<file path="config.mk">
export PLATFORM = sky130hd
export DESIGN_NAME = pa_fmau_wb_ctrl
export DESIGN_NICKNAME = d
export VERILOG_FILES = /design/src/rtl/pa_fmau_wb_ctrl_pkg.sv /design/src/rtl/pa_fmau_wb_ctrl_gated_clk_cell.sv /design/src/rtl/pa_fmau_wb_ctrl.sv
export SDC_FILE = /design/constraint.sdc
export NUM_CORES = 1
export LEC_CHECK = 0
export ABC_AREA = 1
export CORE_MARGIN = 1.5
export CORE_UTILIZATION = 51
export CTS_CLUSTER_DIAMETER = 60
export DETAILED_ROUTE_END_ITERATION = 10
export PLACE_DENSITY_LB_ADDON = 0.2
export SLEW_MARGIN = 20
export SYNTH_ARGS = -nofsm -noshare
export SYNTH_HDL_FRONTEND = slang
export SYNTH_SLANG_ARGS = --single-unit
export TNS_END_PERCENT = 30
</file>
<file path="constraint.sdc">
create_clock -name vclk -period 3.49
set_clock_uncertainty 0.2 [all_clocks]
set_input_delay 0.349 -clock vclk [all_inputs]
set_output_delay 0.349 -clock vclk [all_outputs]
set_load 0.01 [all_outputs]
</file>
<file path="src/rtl/pa_fmau_wb_ctrl_pkg.sv">
// Shared FPU parameters for the FMAU writeback buffer: operand width, flag width
// and result buffer depth.
package pa_fmau_wb_ctrl_pkg;
    localparam int DOUBLE_WIDTH = 64;
    localparam int FFLAGS_WIDTH = 5;
    localparam int WB_DEPTH     = 2;
endpackage

</file>
<file path="src/rtl/pa_fmau_wb_ctrl_gated_clk_cell.sv">
// Latch-based integrated clock gate: the enable is captured while the clock is low
// so the gated clock never glitches; scan enable forces the clock on.
module gated_clk_cell (
    input  logic clk_in,
    input  logic global_en,
    input  logic module_en,
    input  logic local_en,
    input  logic pad_yy_icg_scan_en,
    output logic clk_out
);

    logic clk_en;
    logic clk_en_lat;

    assign clk_en = (global_en && (module_en || local_en)) || pad_yy_icg_scan_en;

    always_latch begin
        if (!clk_in) begin
            clk_en_lat = clk_en;
        end
    end

    assign clk_out = clk_in && clk_en_lat;

endmodule

</file>
<file path="src/rtl/pa_fmau_wb_ctrl.sv">
// FMAU writeback controller: 2-entry in-order result buffer between the EX3/EX4
// result sources and the FPU register-file write port, with sticky flag accumulation.
module pa_fmau_wb_ctrl
    import pa_fmau_wb_ctrl_pkg::*;
#(
    parameter int DATA_WIDTH = DOUBLE_WIDTH,
    parameter int DEPTH      = WB_DEPTH
) (
    input  logic                    forever_cpuclk,
    input  logic                    cpurst_b,
    input  logic                    cp0_yy_clk_en,
    input  logic                    cp0_fpu_icg_en,
    input  logic                    pad_yy_icg_scan_en,
    input  logic                    fmau_fpu_ex3_result_vld,
    input  logic [DATA_WIDTH-1:0]   dp_wb_ex3_result,
    input  logic [FFLAGS_WIDTH-1:0] dp_wb_ex3_fflags,
    input  logic                    ex4_inst_vld,
    input  logic [DATA_WIDTH-1:0]   dp_wb_ex4_result,
    input  logic [FFLAGS_WIDTH-1:0] dp_wb_ex4_fflags,
    input  logic                    fpu_fmau_wb_grant,
    input  logic                    cp0_fpu_fflags_clr,
    output logic                    fmau_fpu_wb_vld,
    output logic [DATA_WIDTH-1:0]   fmau_fpu_wb_data,
    output logic [FFLAGS_WIDTH-1:0] fmau_fpu_wb_fflags,
    output logic                    fmau_ctrl_ex3_stall,
    output logic                    fmau_ctrl_ex4_stall,
    output logic [FFLAGS_WIDTH-1:0] fmau_fpu_fflags_acc
);

    localparam logic [1:0] DEPTH_C = 2'(DEPTH);

    logic [1:0]              count;
    logic                    wptr;
    logic                    rptr;
    logic [FFLAGS_WIDTH-1:0] fflags_acc;

    logic [DATA_WIDTH-1:0]   entry_data  [2];
    logic [FFLAGS_WIDTH-1:0] entry_flags [2];

    logic                    wb_vld;
    logic                    pop;
    logic [1:0]              free;
    logic                    ex3_stall;
    logic                    ex4_stall;
    logic                    push_ex3;
    logic                    push_ex4;
    logic                    ex3_slot;
    logic [1:0]              count_next;
    logic                    wptr_next;
    logic                    rptr_next;
    logic [FFLAGS_WIDTH-1:0] fflags_acc_next;

    logic                    entry_clk;
    logic                    ctrl_clk;
    logic                    entry_local_en;
    logic                    ctrl_local_en;

    assign wb_vld = (count != 2'd0);
    assign pop    = wb_vld && fpu_fmau_wb_grant;
    assign free   = DEPTH_C - count + {1'b0, pop};

    // EX4 is older, so it claims a free slot before EX3 does.
    assign ex4_stall = ex4_inst_vld && (free == 2'd0);
    assign ex3_stall = fmau_fpu_ex3_result_vld && (free < (2'd1 + {1'b0, ex4_inst_vld}));

    assign push_ex4 = ex4_inst_vld && !ex4_stall;
    assign push_ex3 = fmau_fpu_ex3_result_vld && !ex3_stall;
    assign ex3_slot = wptr ^ push_ex4;

    assign count_next = count + {1'b0, push_ex4} + {1'b0, push_ex3} - {1'b0, pop};
    assign wptr_next  = wptr ^ push_ex4 ^ push_ex3;
    assign rptr_next  = rptr ^ pop;

    always_comb begin
        fflags_acc_next = fflags_acc;
        if (pop) begin
            fflags_acc_next = cp0_fpu_fflags_clr ? entry_flags[rptr]
                                                 : (fflags_acc | entry_flags[rptr]);
        end else if (cp0_fpu_fflags_clr) begin
            fflags_acc_next = '0;
        end
    end

    assign entry_local_en = push_ex4 || push_ex3;
    assign ctrl_local_en  = fmau_fpu_ex3_result_vld || ex4_inst_vld || wb_vld
                         || cp0_fpu_fflags_clr;

    gated_clk_cell u_entry_gclk (
        .clk_in             (forever_cpuclk),
        .global_en          (cp0_yy_clk_en),
        .module_en          (cp0_fpu_icg_en),
        .local_en           (entry_local_en),
        .pad_yy_icg_scan_en (pad_yy_icg_scan_en),
        .clk_out            (entry_clk)
    );

    gated_clk_cell u_ctrl_gclk (
        .clk_in             (forever_cpuclk),
        .global_en          (cp0_yy_clk_en),
        .module_en          (cp0_fpu_icg_en),
        .local_en           (ctrl_local_en),
        .pad_yy_icg_scan_en (pad_yy_icg_scan_en),
        .clk_out            (ctrl_clk)
    );

    always_ff @(posedge ctrl_clk or negedge cpurst_b) begin
        if (!cpurst_b) begin
            count      <= 2'd0;
            wptr       <= 1'b0;
            rptr       <= 1'b0;
            fflags_acc <= '0;
        end else begin
            count      <= count_next;
            wptr       <= wptr_next;
            rptr       <= rptr_next;
            fflags_acc <= fflags_acc_next;
        end
    end

    // Entry payload is never observed while count is zero, so it carries no reset.
    always_ff @(posedge entry_clk) begin
        if (push_ex4) begin
            entry_data[wptr]  <= dp_wb_ex4_result;
            entry_flags[wptr] <= dp_wb_ex4_fflags;
        end
        if (push_ex3) begin
            entry_data[ex3_slot]  <= dp_wb_ex3_result;
            entry_flags[ex3_slot] <= dp_wb_ex3_fflags;
        end
    end

    assign fmau_fpu_wb_vld     = wb_vld;
    assign fmau_fpu_wb_data    = entry_data[rptr];
    assign fmau_fpu_wb_fflags  = entry_flags[rptr];
    assign fmau_ctrl_ex3_stall = ex3_stall;
    assign fmau_ctrl_ex4_stall = ex4_stall;
    assign fmau_fpu_fflags_acc = fflags_acc;

endmodule

</file>
**Word level (Yosys, flattened, before mapping)**

Memory sizes are Yosys's and may differ from the RTL's.
Cells that the tools add are included.

- Add/subtract/negate cells: 6
- Multiply operators: 0
- Divide/modulo/power cells: 0
- Order comparisons: 1
- Equality and inequality tests: 0
- Shifts and indexed selects: 0
- Muxes and demuxes: 9
- Bitwise gates (word level): 4
- Reduce and logical (&&, ||, !) cells: 22

Operators by type and width:

| kind | number |
|---|---|
| 2-to-1 mux 5 bit | 3 |
| logical AND 1 bit | 9 |
| logical OR 1 bit | 8 |
| adder 2 x 1 -> 2 bit | 3 |
| 2-to-1 mux 1 bit | 6 |
| OR 5 bit | 1 |
| nonzero test 2 bit | 2 |
| XOR 1 bit | 3 |
| adder 1 x 1 -> 2 bit (first input constant) | 1 |
| logical NOT 1 bit | 2 |
| logical NOT 2 bit | 1 |
| < comparator 2 bit | 1 |
| subtractor 2 x 1 -> 2 bit | 1 |
| subtractor 2 bit (first input constant) | 1 |

- Bits in registers: 9
- Bits in latches: 2
- Memory bits (writable): 138
- Memory bits (read-only): 0
- Input port bits: 147
- Logic and storage cells: 50
- Memories kept: 2

Memories:

| memory | depth | width | rd ports | clocked after memory_dff | write ports | line | RTL |
|---|---|---|---|---|---|---|---|
| entry_data | 2 | 64 | 1 | 0 | 2 | pa_fmau_wb_ctrl.sv:37 | `logic [DATA_WIDTH-1:0] entry_data [2];` |
| entry_flags | 2 | 5 | 1 | 0 | 2 | pa_fmau_wb_ctrl.sv:38 | `logic [FFLAGS_WIDTH-1:0] entry_flags [2];` |

**Depth between registers and ports, before layout**

Gate-level depths: netlist (run 1).

- Word-level depth: 12
- Depth in mapped cells: 16

**Hierarchy**

A second synthesis (run 1) with hierarchy kept.

- Cells, all modules: 821
- Area total of the unflattened synthesis: 7354.6 µm²

By module, submodules not included:

| module | instances | cells each | area each (µm²) | seq. area each (µm²) |
|---|---|---|---|---|
| pa_fmau_wb_ctrl | 1 | 809 | 7284.5 | 4369.2 |
| gated_clk_cell | 2 | 6 | 35.0 | 0.0 |

==> results.yml, run 1 <==
outcome:
  outcome: "finished, final reports clean"
power_and_ir_drop:
  powerDensity_nw_per_um2: 97.77
  peakVddDrop_mv: 0.07543
  p_leak_uw: 0.004197
  report.power.total_uw: 952.6
cells_and_area:
  nets: 1152
  design_area_sq_um: 9743
  syn2layout_area_growth_pct: 30.15
  finish.utilization_pct: 67.55
  nFillCells: 1167
  final_layout_size_suffix_gt1_share_pct: 6.526
  n_antenna_cell: 0
clock_tree:
  holdBufCountCts: 0
  cts-resized-gates: 0
  cts_setup_buffers: 0
timing:
  fin_tns_setup_ns: 0
  min_period_ns: 2.858
  untimed_endpoints: 362
  rsz0062_at_grt: "false"
  relSlewSlack_pct: 31.87
  hold_violations: 0
  hold_ws_ns: 1.567
  period_share_pct: 81.88
  tightest_slew_ns: 1.020
  unclocked_regs: 149
  clock.fmax_mhz: 349.9
  setup_violations: 0
  slew_violations: 0
grt:
  grt_max_degree: 139
  grt_pass1_wl_um: 25470
  grt_pass1_vias: 5451
  antenna_found_initial: 0
  grtUsageTotal_pct: 20.62
  grt_overflow: 0
setup_path:
  worstSetupPathType: "input pin to primary output"
  start_kind: "input pin"
  end_kind: "primary output"
  required_ns: 2.94
  path_max_fanout: 3
  cp_data_arrival_time_ns: 2.31
floorplan:
  core-area_sq_um: 14420
  die-area_sq_um: 15410
  ios: 224
  start_util_pct: 51.90
  chipWidth_um: 124.2
  die_h_um: 124.2
  row_count: 44
yosys:
  syn_inst: 812
  syn_nets: 966
  synth_cell_types: 25
  yosysWarnings: 0
  syn-cell-area_sq_um: 7486
  avgSynthCellArea_sq_um: 9.219
  ys_ff_latch: 149
placed_design:
  dp_hpwl_um: 10990
  place_congestion: 0.7744
  postPlaceCellArea_sq_um: 9739
  port_buffers: 224
detailed_routing:
  drt-initial-drc-count: 343
  drcViolationCount: 0
  antenna_left: 0
  wl_per_cell_um: 13.97
  firstDrtPassIters: 5
  vias: 5841
  routed_via_density: 4.950
  wirelength_um: 16490
worst_hold_path:
  holdPathStages: 4
  hold_path.class: "input pin to primary output"
flow_run:
  drv_cap: 0
## power by group
part	internal, uW	switching [uW]
clock	0	0
combinational	322	382
sequential	237	12.1
total	559	394
## sequential cells by signal, summed over array words and instances (netlist names)
register,flops
u_entry_gclk.clk_en_lat,1
entry_flags,10
wptr,1
entry_data,128
fmau_fpu_fflags_acc,5
u_ctrl_gclk.clk_en_lat,1
count,2
rptr,1
## stage by stage
stage / setup WS [ns] / cells
global route: 0.4994 / 1180
detailed placement: 0.6334 / 1180
floorplan: 1.631 / 812
CTS: 0.6340 / 1180
global placement: 0.6630 / 1180
finish: 0.6323 / 1180
## metal layers
metal | track usage, % | up-vias | wire [um]
li1 | - | 2988 | -
met4 | 2.770 | 0 | 216
met1 | 26.91 | 2642 | 6954
met2 | 38.74 | 193 | 8443
met5 | 0 | - | 0
met3 | 1.190 | 18 | 876
## cells by family (layout without fill, tap and decap cells)
logic type      Yosys count  in the layout  synth area share [%]
fa+ha+maj                 7              7                 1.371
latches                   2              2                0.4012
xor+xnor                  3              3                0.3511
flops                   147            147                 58.37
buf+inv                 136            320                 8.474
compound gates          144            144                 12.13
simple gates            373            373                 18.90
## placed cells by master, fill, tap and decap left out, drive strengths merged
| cell type | instances |
|---|---|
| nor2 | 72 |
| ha | 5 |
| dlxtn | 2 |
| nand3 | 4 |
| dfrtp | 9 |
| inv | 91 |
| a21oi | 69 |
| or2 | 1 |
| o21ai | 75 |
| buf | 5 |
| edfxtp | 138 |
| xor2 | 1 |
| fa | 2 |
| clkdlybuf4s50 | 224 |
| nand2 | 296 |
| xnor2 | 2 |
## Yosys cell counts (all sizes together)
library cell / count / area [sq um]
o21ai: 75 / 563.0
xor2: 1 / 8.760
inv: 91 / 341.6
dfrtp: 9 / 225.2
a21oi: 69 / 345.3
nand3: 4 / 25.02
dlxtn: 2 / 30.03
buf: 37 / 260.3
or2: 1 / 6.260
ha: 5 / 62.56
nor2: 72 / 270.3
fa: 2 / 40.04
edfxtp: 138 / 4144
nand2: 296 / 1114
xnor2: 2 / 17.52
clkbuf: 8 / 32.53
## layout make-up
type	count	area, sq um	share of cell area [%]
timing repair buffer	229	2283	23.44
tap	184	230.2	2.363
sequential	149	4400	45.17
inverter	91	341.6	3.506
multi-input combinational	527	2487	25.53
## critical path: stages
cell,delay (ns)
clkdlybuf4s50_1,0.46
nand2_1,0.10
ha_1,0.21
nand2_1,0.09
nand2_1,0.06
ha_1,0.26
nand2_1,0.08
nand2_2,0.08
nor2_1,0.09
clkdlybuf4s50_1,0.53
## final timing paths
path,from,endpoint,slack (ns)
worst max-delay path,fpu_fmau_wb_grant,fmau_ctrl_ex3_stall,0.63
worst min-delay path,ex4_inst_vld,fmau_ctrl_ex4_stall,1.57
Note: power is estimated with default switching activity, not from simulation.
==> run 2: changes to the inputs <==
--- a/config.mk
+++ b/config.mk
@@ -7,7 +7,7 @@
 export LEC_CHECK = 0
 export ABC_AREA = 1
 export CORE_MARGIN = 1.5
-export CORE_UTILIZATION = 51
+export CORE_UTILIZATION = 43
 export CTS_CLUSTER_DIAMETER = 60
 export DETAILED_ROUTE_END_ITERATION = 10
 export PLACE_DENSITY_LB_ADDON = 0.2
==> constraint.sdc (replaced) <==
create_clock -name vclk -period 2.55
set_clock_uncertainty 0.2 [all_clocks]
set_input_delay 0.255 -clock vclk [all_inputs]
set_output_delay 0.255 -clock vclk [all_outputs]
set_load 0.01 [all_outputs]
==> run 2 against run 1 <==
Net effect:
- sequential cell count is the same
- cell area grew 0.76%
- hold slack lost 0.37 ns
- first-iteration DRC count shrank 0.29%
- wire length shrank 0.71%
- critical path type unchanged
==> results.yml, run 2 (synthesized netlist as in run 1, its figures left out) <==
grt:
  antenna_found_initial: 0
  grt_pass1_vias: 5399
  grtUsageTotal_pct: 17.36
  grt_pass1_wl_um: 25880
  grt_max_degree: 121
  grt_overflow: 0
outcome:
  outcome: "finished, final reports clean"
detailed_routing:
  routed_via_density: 4.743
  wirelength_um: 16370
  vias: 5806
  antenna_left: 0
  firstDrtPassIters: 5
  drcViolationCount: 0
  wl_per_cell_um: 13.38
  drt-initial-drc-count: 342
setup_path:
  required_ns: 2.10
  end_kind: "primary output"
  path_max_fanout: 2
  cp_data_arrival_time_ns: 1.92
  start_kind: "input pin"
  worstSetupPathType: "input pin to primary output"
timing:
  hold_violations: 0
  setup_violations: 0
  clock.fmax_mhz: 421.8
  rsz0062_at_grt: "false"
  min_period_ns: 2.371
  tightest_slew_ns: 1.026
  setup_slack_ns: 0.1795
  relSlewSlack_pct: 31.52
  untimed_endpoints: 362
  period_share_pct: 92.96
  slew_violations: 0
  unclocked_regs: 149
cells_and_area:
  design_area_sq_um: 9817
  largest_reg_flops: 128
  final_cell_mix: "294 x nand2_1, 223 x clkdlybuf4s50_1, 138 x edfxtp_1"
  final_layout_size_suffix_gt1_share_pct: 6.807
  final-seq-area_sq_um: 4400
  final_common_cell: "nand2_1"
  final_cells: 1224
  multi_input_area_sq_um: 2487
  top_register: "entry_data"
  syn2layout_area_growth_pct: 31.14
  nFillCells: 1550
  n_antenna_cell: 0
  nets: 1155
floorplan:
  die-area_sq_um: 18210
  start_util_pct: 43.58
  row_count: 48
  core-area_sq_um: 17180
  ios: 224
  die_h_um: 134.9
  chipWidth_um: 134.9
power_and_ir_drop:
  p_leak_uw: 0.004213
  internal_power_uw: 766.5
  pwr-share-clk_pct: 0
  powerDensity_nw_per_um2: 132.5
  sw_frac_of_total_pct: 41.08
  p_comb_share_pct: 73.8
  switchingPower_uw: 534.3
  peakVddDrop_mv: 0.08927
  p_seq_share_pct: 26.2
placed_design:
  dp_hpwl_um: 11030
  port_buffers: 224
  pre_cts_slack_ns: -0.08064
  dp_cells: 1224
  postPlaceCellArea_sq_um: 9814
  place_congestion: 0.8410
flow_run:
  drv_cap: 0
worst_hold_path:
  hold_path.class: "input pin to primary output"
clock_tree:
  cts_setup_buffers: 0
-- run 2: final timing paths --
check,depth (start not counted),slack (ns),endpoint,start
max,8,0.18,fmau_ctrl_ex4_stall,fpu_fmau_wb_grant
min,4,1.20,fmau_ctrl_ex3_stall,fmau_fpu_ex3_result_vld
-- run 2: stage by stage --
step	TNS, ns	total power [uW]	util, %	hold WS [ns]
floorplan	0	874.0	-	0.4190
global placement	-0.03725	1295	57.14	1.336
detailed placement	-0.08064	1316	57.14	1.352
CTS	0	1318	57.13	1.203
global route	0	1422	57.15	1.249
finish	0	1301	57.15	1.201
-- run 2: routing by layer --
layer  wire length (um)  up-vias  part of all wire [%]  track usage, %
li1                   -     2997                     -               -
met1               6926     2630                    42           23.30
met2               8227      173                    50           31.71
met4                125        0                  0.76           1.135
met3               1093        6                   6.7           1.952
met5                  0        -                     0               0
-- run 2: repair_timing --
| action | in CTS | in global routing |
|---|---|---|
| endpoints found under the hold margin | 0 | 0 |
| gates resized for setup | 1 | 0 |
| setup endpoints to repair | 1 | 0 |
| hold buffers | 0 | 0 |
-- run 2: power groups by stage --
stage               clock [uW]  sequential (uW)  combinational (uW)
floorplan                    0              353                 521
global placement             0              340                 955
detailed placement           0              342                 974
CTS                          0              342                 975
global route                 0              349                1070
finish                       0              341                 960
-- run 2: area by class of cell --
| type | instances | share of cell area, % |
|---|---|---|
| sequential | 149 | 44.83 |
| multi-input combinational | 527 | 25.34 |
| timing repair buffer | 232 | 23.48 |
| inverter | 91 | 3.492 |
| tap | 225 | 2.868 |
-- run 2: critical path, stage by stage --
cell and delay (ns):
clkdlybuf4s50_1 0.46, nand2_1 0.08, ha_1 0.20, nand2_1 0.10, buf_4 0.11, nand3_1 0.09
nor2_1 0.10, clkdlybuf4s50_1 0.53
==> run 3: changes to the inputs <==
--- a/config.mk
+++ b/config.mk
@@ -6,6 +6,7 @@
 export NUM_CORES = 1
 export LEC_CHECK = 0
 export ABC_AREA = 1
+export CORE_ASPECT_RATIO = 0.5
 export CORE_MARGIN = 1.5
 export CORE_UTILIZATION = 43
 export CTS_CLUSTER_DIAMETER = 60
==> run 3 against run 2 <==
Net effect:
- core utilization is 1.7 points higher
- critical endpoint is now fmau_ctrl_ex3_stall
- sequential power hardly changed
- wire length is 3.4% higher
- largest power group unchanged
- global-route usage is 0.54 points higher
- final cell count hardly changed
- sequential share of layout area hardly changed
- worst setup slack better by 0.044 ns
- hold slack better by 0.049 ns
- first-iteration DRC count is 45% lower
==> results.yml, run 3 (synthesized netlist as in run 1, its figures left out) <==
detailed_routing:
  drcViolationCount: 0
  wirelength_um: 16930
  vias: 5831
  firstDrtPassIters: 4
  wl_per_cell_um: 13.82
  drt-initial-drc-count: 187
  routed_via_density: 4.760
  antenna_left: 0
placed_design:
  postPlaceCellArea_sq_um: 9809
  dp_cells: 1225
  pre_cts_slack_ns: -0.04207
  dp_hpwl_um: 11290
  port_buffers: 224
  place_congestion: 0.7803
grt:
  grt_pass1_wl_um: 26330
  grt_max_degree: 139
  grt_pass1_vias: 5593
  grt_overflow: 0
  grtUsageTotal_pct: 17.91
  antenna_found_initial: 0
timing:
  setup_slack_ns: 0.2233
  relSlewSlack_pct: 29.23
  untimed_endpoints: 362
  tightest_slew_ns: 1.061
  clock.fmax_mhz: 429.8
  min_period_ns: 2.327
  setup_violations: 0
  unclocked_regs: 149
  period_share_pct: 91.24
  rsz0062_at_grt: "false"
  hold_violations: 0
  slew_violations: 0
setup_path:
  worstSetupPathType: "input pin to primary output"
  required_ns: 2.10
  start_kind: "input pin"
  crit_chain: "clkdlybuf4s50_1 -> nand2_1 -> ha_1 -> nand2_1 -> nand2_1 -> ha_1 -> nand2_1 -> nand2_2 -> nor2_1 -> dlygate4sd2_1"
  slowest_stage: "clkdlybuf4s50_1"
  max_stage_delay_ns: 0.45
  cp_data_arrival_time_ns: 1.87
  path_max_fanout: 2
  path_common_cell: "nand2_1"
  end_kind: "primary output"
clock_tree:
  cts-resized-gates: 1
  holdBufCountCts: 0
  cts_setup_buffers: 0
flow_run:
  drv_cap: 0
power_and_ir_drop:
  sw_frac_of_total_pct: 41.47
  peakVddDrop_mv: 0.1054
  internal_power_uw: 768.1
  p_seq_share_pct: 26.1
  p_comb_share_pct: 73.9
  p_leak_uw: 0.004210
  powerDensity_nw_per_um2: 133.7
  report.power.total_uw: 1312
  switchingPower_uw: 544.1
  pwr-share-clk_pct: 0
worst_hold_path:
  hold_path.class: "input pin to primary output"
cells_and_area:
  final_cell_mix: "294 x nand2_1, 223 x clkdlybuf4s50_1, 138 x edfxtp_1"
  finish.utilization_pct: 58.84
  top_register: "entry_data"
  final_common_cell: "nand2_1"
  design_area_sq_um: 9816
  nets: 1154
  final_cells: 1225
  largest_reg_flops: 128
  final_layout_size_suffix_gt1_share_pct: 6.713
  n_antenna_cell: 0
  syn2layout_area_growth_pct: 31.12
floorplan:
  start_util_pct: 44.88
  core-area_sq_um: 16680
  die-area_sq_um: 18260
  die_h_um: 96.30
  row_count: 33
  ios: 224
  chipWidth_um: 189.6
outcome:
  outcome: "finished, final reports clean"
==> run 3: layout make-up <==
type | instances | area (sq um)
fillers | 1464 | 6865
flip-flops and latches | 149 | 4400
multi-input cells | 527 | 2487
repair buffers | 231 | 2301
inverters | 91 | 342.8
well taps | 227 | 284.0
==> run 3: worst max-delay path, delay by kind of cell <==
kind / cells / cell delay, ns
and+or+nand+nor: 6 / 0.43
adders and majority gates: 2 / 0.46
buffers and inverters: 2 / 0.72
==> run 3: path summary, 6_finish.rpt <==
check                 depth (start not counted)               startpoint  slack [ns]                  end
worst min-delay path                          4  fmau_fpu_ex3_result_vld        1.25  fmau_ctrl_ex3_stall
worst max-delay path                         10        fpu_fmau_wb_grant        0.22  fmau_ctrl_ex3_stall
==> run 3: power groups by stage <==
stage          Combinational, uW  Clock [uW]  Sequential, uW
6_report                     970           0             342
5_1_grt                     1080           0             350
4_1_cts                      984           0             344
3_5_place_dp                 983           0             344
3_3_place_gp                 954           0             341
2_1_floorplan                521           0             353
==> run 3: routing by layer <==
metal | wire (um) | global-route usage (%)
met1 | 7366 | 22.06
met2 | 8873 | 36.42
met3 | 527 | 0.5468
met4 | 159 | 1.852
met5 | 0 | 0
==> run 3: through the flow <==
step | setup TNS (ns) | hold slack (ns)
after floorplan | 0 | 0.4190
after global placement | -0.02809 | 1.335
after detailed placement | -0.04207 | 1.344
after CTS | 0 | 1.254
after global routing | 0 | 1.287
final | 0 | 1.249
==> variant 1, RTL diff (config.mk and constraints of run 3) <==
Change the package constant `FFLAGS_WIDTH` from 5 to 6.
--- a/src/rtl/pa_fmau_wb_ctrl_pkg.sv
+++ b/src/rtl/pa_fmau_wb_ctrl_pkg.sv
@@ -4,3 +4,3 @@
     localparam int DOUBLE_WIDTH = 64;
-    localparam int FFLAGS_WIDTH = 5;
+    localparam int FFLAGS_WIDTH = 6;
     localparam int WB_DEPTH     = 2;
Ports: changed (resized dp_wb_ex3_fflags, dp_wb_ex4_fflags, fmau_fpu_fflags_acc and fmau_fpu_wb_fflags); port bits go from 224 to 228. No check against the original RTL was run, so the function may have changed too.
==> variant 1 against run 3 <==
- design area is 0.76% higher
- power is 0.16% lower
- first-iteration DRC count is 38% higher
- wire length is 2.4% higher
- setup slack worse by 19 ps
- synthesized area is 0.33% higher
- sequential cell count is 3 higher
==> variant 1: results (changes against run 3) <==
Outcome -> finished, final reports clean
Max-cap violation count -> 0 (unchanged)
Commonest cells post-synth -> sky130_fd_sc_hd__nand2_1 (298), sky130_fd_sc_hd__edfxtp_1 (140), sky130_fd_sc_hd__inv_1 (89)
Count of endpoints without a timing constraint -> 369 (+1.9%)
Number of cells traversed by the worst hold path -> 4 (unchanged)
GRT met2 Usage -> 35.55% (-0.86 points)
Internal power -> 0.7720 mW (+0.51%)
Number of antenna repair diodes -> 0 (unchanged)
Synth top area cells -> sky130_fd_sc_hd__edfxtp_1 (56%), sky130_fd_sc_hd__nand2_1 (15%), sky130_fd_sc_hd__a21oi_1 (4.7%)
Vias after detailed routing -> 5948 (+2.0%)
Leak -> 4.252 nW (+1.0%)
Min-Delay Path Class -> in2out
Met3 usage in global routing -> 0.5778% (+0.031 points)
Count of fill cells added during filler insertion -> 1456 (-0.55%)
Violation count after the first detailed-routing iteration -> 258 (+38%)
Headroom to the max-slew limit -> 29.66% (+0.43 points)
Arrival @ worst endpoint -> 1890 ps (+20 ps)
Antenna violations before repair -> 0 (unchanged)
Synth Instances -> 827 (+1.8%)
Crit path max fanout -> 2 (unchanged)
Async set-reset flop share out of synthesis -> 6.579% (+0.54 points)
Top register by number of flip-flops -> entry_data
Port Buf Inserts -> 228 (+1.8%)
Number of register pins that no clock reaches -> 152 (+2.0%)
Number of cells in the finished layout apart from fillers -> 1244 (+1.6%)
Number of enable-type register cells in the synthesized netlist -> 140 (+1.4%)
Number of different library cells in the post-synthesis netlist -> 22 (-12%)
Via count of the first global-routing pass -> 5609 (+0.29%)
GRT Resource Usage Total -> 18.13% (+0.22 points)
Largest voltage drop on the vdd net -> 0.1299 mV (+23%)
Largest net degree at the start of global routing -> 141 (+1.4%)
GR Layer Usage met1 -> 23.82% (+1.8 points)
Layout cell share with drive strength beyond 1 -> 4.130% (-2.6 points)
Total detailed-routing wirelength -> 17.33 mm (+2.4%)
Synthesized Nets -> 983 (+1.8%)
Estimated wirelength of the detail-placed design -> 11.64 mm (+3.1%)
Number of flip-flops in the largest register -> 128 (unchanged)
Gpl congestion -> 0.7935 (+1.7%)
First-pass GRT wire length -> 26.77 mm (+1.7%)
Yosys warnings -> 0 (unchanged)
-- variant 1: area by class of cell --
cell class	count	share of cell area, %
repair buffers	236	23.71
inverters	93	3.542
flip-flops and latches	152	45.35
well taps	227	2.872
multi-input cells	536	24.53
-- variant 1: logic make-up after synthesis --
group | synth area share, %
xor gates and xnor gates | 0.3499
buffers and inverters | 8.362
latches | 0.3998
adders and majority gates | 1.366
AOI/OAI and AO/OA | 10.84
and+or+nand+nor | 19.37
DFF | 59.30
-- variant 1: path summary, 6_finish.rpt --
check | startpoint | endpoint | slack, ps
setup / recovery | fpu_fmau_wb_grant | fmau_ctrl_ex4_stall | 200
hold / removal | fmau_fpu_ex3_result_vld | fmau_ctrl_ex3_stall | 1220
-- variant 1: stage by stage --
stage / setup WS, ps / util, % / instance area (um^2) / power, mW / setup TNS (ps)
2_1_floorplan: 836.0 / - / 7511 / 0.8624 / 0
3_3_place_gp: -40.82 / 59.13 / 9888 / 1.298 / -40.82
3_5_place_dp: -54.30 / 59.13 / 9888 / 1.323 / -54.30
4_1_cts: 199.0 / 59.12 / 9887 / 1.325 / 0
5_1_grt: 86.87 / 59.15 / 9891 / 1.431 / 0
6_report: 204.5 / 59.15 / 9891 / 1.310 / 0
-- variant 1: power by group through the flow --
stage	logic, mW	registers [mW]	clock network [mW]
floorplan	0.503	0.359	0
global placement	0.951	0.347	0
detailed placement	0.973	0.350	0
CTS	0.975	0.350	0
global route	1.08	0.356	0
finish	0.962	0.348	0
-- variant 1: critical path, cell delays in order --
cell                              delay (ps)
sky130_fd_sc_hd__clkdlybuf4s50_1         460
sky130_fd_sc_hd__nand2_1                  70
sky130_fd_sc_hd__ha_1                    200
sky130_fd_sc_hd__nand2_1                  90
sky130_fd_sc_hd__buf_4                   100
sky130_fd_sc_hd__nand3_1                  80
sky130_fd_sc_hd__nor2_1                  100
sky130_fd_sc_hd__clkdlybuf4s50_1         540
-- variant 1: repair_timing --
item / in CTS / in global routing
endpoints found under the setup margin: 1 / 0
setup buffers: 0 / 0
resized for setup: 1 / 0
-- variant 1: metal layers --
metal / vias up / routed length (um)
li1: 3041 / -
met1: 2765 / 7606
met2: 138 / 8948
met3: 4 / 706
met4: 0 / 69
met5: - / 0
==> variant 2, RTL diff (flow settings as in run 3) <==
Without the edit above. Make the reset (`cpurst_b`) synchronous in one clocked block.
--- a/src/rtl/pa_fmau_wb_ctrl.sv
+++ b/src/rtl/pa_fmau_wb_ctrl.sv
@@ -105,3 +105,3 @@
 
-    always_ff @(posedge ctrl_clk or negedge cpurst_b) begin
+    always_ff @(posedge ctrl_clk) begin
         if (!cpurst_b) begin
Function: not checked (the comparison handles one clock edge and no latches or derived clocks); the edit may change what the design does.
==> variant 2 against run 3 <==
- setup slack worse by 44 ps
- wire length is 0.77% higher
- fmax is 1.9% lower
- sequential cell count unchanged
- design area rose by 0.46%
- synthesized area rose by 0.74%
- core utilization hardly changed
- combinational power is 7.0% lower
- via count is 0.72% higher
- power is 6.2% lower
==> variant 2: results (changes against run 3) <==
Top register by number of flip-flops -> entry_data
Vias per inst -> 4.759 (about the same)
Estimated wirelength of the detail-placed design -> 11.36 mm (+0.66%)
Via count of the first global-routing pass -> 5690 (+1.7%)
Synthesized Nets -> 974 (+0.83%)
Cell area after placement -> 9827 um^2 (+0.18%)
Synth top area cells -> sky130_fd_sc_hd__edfxtp_1 (55%), sky130_fd_sc_hd__nand2_1 (14%), sky130_fd_sc_hd__o21ai_2 (5.9%)
Final Net Count -> 1163 (+0.78%)
GRT Resource Usage Total -> 17.98% (+0.073 points)
Routed met3 length -> 658 um (+25%)
Number of placed instances with taps included -> 1233 (+0.65%)
Leak -> 4.156 nW (-1.3%)
Layout cell share with drive strength beyond 1 -> 7.944% (+1.2 points)
Yosys warnings -> 0 (unchanged)
Commonest cells post-synth -> sky130_fd_sc_hd__nand2_1 (290), sky130_fd_sc_hd__edfxtp_1 (138), sky130_fd_sc_hd__inv_1 (89)
Number of antenna repair diodes -> 0 (unchanged)
Max stage delay on crit path -> 460 ps
Synth Instances -> 820 (+0.99%)
Async set-reset flop share out of synthesis -> 0% (-6.0 points)
Worst-case setup slack after placement -> -97.18 ps (-55.11 ps)
Arrival @ worst endpoint -> 1920 ps (+50 ps)
Count of fill cells added during filler insertion -> 1466 (+0.14%)
Total detailed-routing wirelength -> 17.06 mm (+0.77%)
Number of flip-flops in the largest register -> 128 (unchanged)
Outcome -> finished, final reports clean
Number of register pins that no clock reaches -> 149 (unchanged)
Vias after detailed routing -> 5873 (+0.72%)
Type of origin of the critical path -> input port
Count of endpoints without a timing constraint -> 362 (unchanged)
Largest voltage drop on the vdd net -> 0.1175 mV (+11%)
Headroom to the max-slew limit -> 28.38% (-0.85 points)
Violation count after the first detailed-routing iteration -> 242 (+29%)
Metal1 wirelength -> 7.020 mm (-4.7%)
Met2 Wirelength -> 9.259 mm (+4.4%)
Area delta synth->final -> 30.76%
First-pass GRT wire length -> 27.00 mm (+2.5%)
Gpl congestion -> 0.7533 (-3.5%)
==> variant 2: changes by cell type after synthesis, sizes merged, moves of 2 or more <==
cell / delta
clkbuf: +2
buf: -2
a21oi: +7
dfxtp: +9
o21ai: -3
nand2: +7
dfrtp: -9
==> variant 2: final cells by class <==
cell class / instances / area share [%]
multi-input cells: 535 / 25.86
flip-flops and latches: 149 / 44.17
repair buffers: 232 / 23.61
well taps: 227 / 2.880
inverters: 91 / 3.477
==> variant 2: metal layers <==
layer | up-vias | track usage [%]
met5 | - | 0
met4 | 0 | 1.211
met3 | 8 | 0.6168
met2 | 136 | 36.39
met1 | 2722 | 21.84
li1 | 3007 | -
==> variant 2: power breakdown <==
part           internal [mW]  switching [mW]
combinational          0.426           0.476
clock                      0               0
sequential             0.311          0.0170
total                  0.737           0.493
==> variant 2: kinds of logic (layout without fill, tap and decap cells) <==
group | after synthesis | after routing | share of synthesized area (%)
DFF | 147 | 147 | 57.34
latches | 2 | 2 | 0.3982
AOI/OAI and AO/OA | 148 | 148 | 12.36
xor gates and xnor gates | 1 | 1 | 0.1162
adders and majority gates | 7 | 7 | 1.361
buffers and inverters | 136 | 323 | 8.810
and+or+nand+nor | 379 | 379 | 19.61
==> variant 2: final timing paths <==
check,startpoint,endpoint,slack (ps)
min,fmau_fpu_ex3_result_vld,fmau_ctrl_ex3_stall,1240
max,fpu_fmau_wb_grant,fmau_ctrl_ex3_stall,180
==> variant 2: repair_timing <==
item,in CTS,in global routing
endpoints found under the setup margin,1,0
buffers inserted,0,0
resized for setup,1,0
==> variant 2: tightest hold or removal path, stage by stage <==
cell and delay (ps):
sky130_fd_sc_hd__clkdlybuf4s50_1 500, sky130_fd_sc_hd__inv_1 110, sky130_fd_sc_hd__nor2_1 50, sky130_fd_sc_hd__dlygate4sd2_1 270
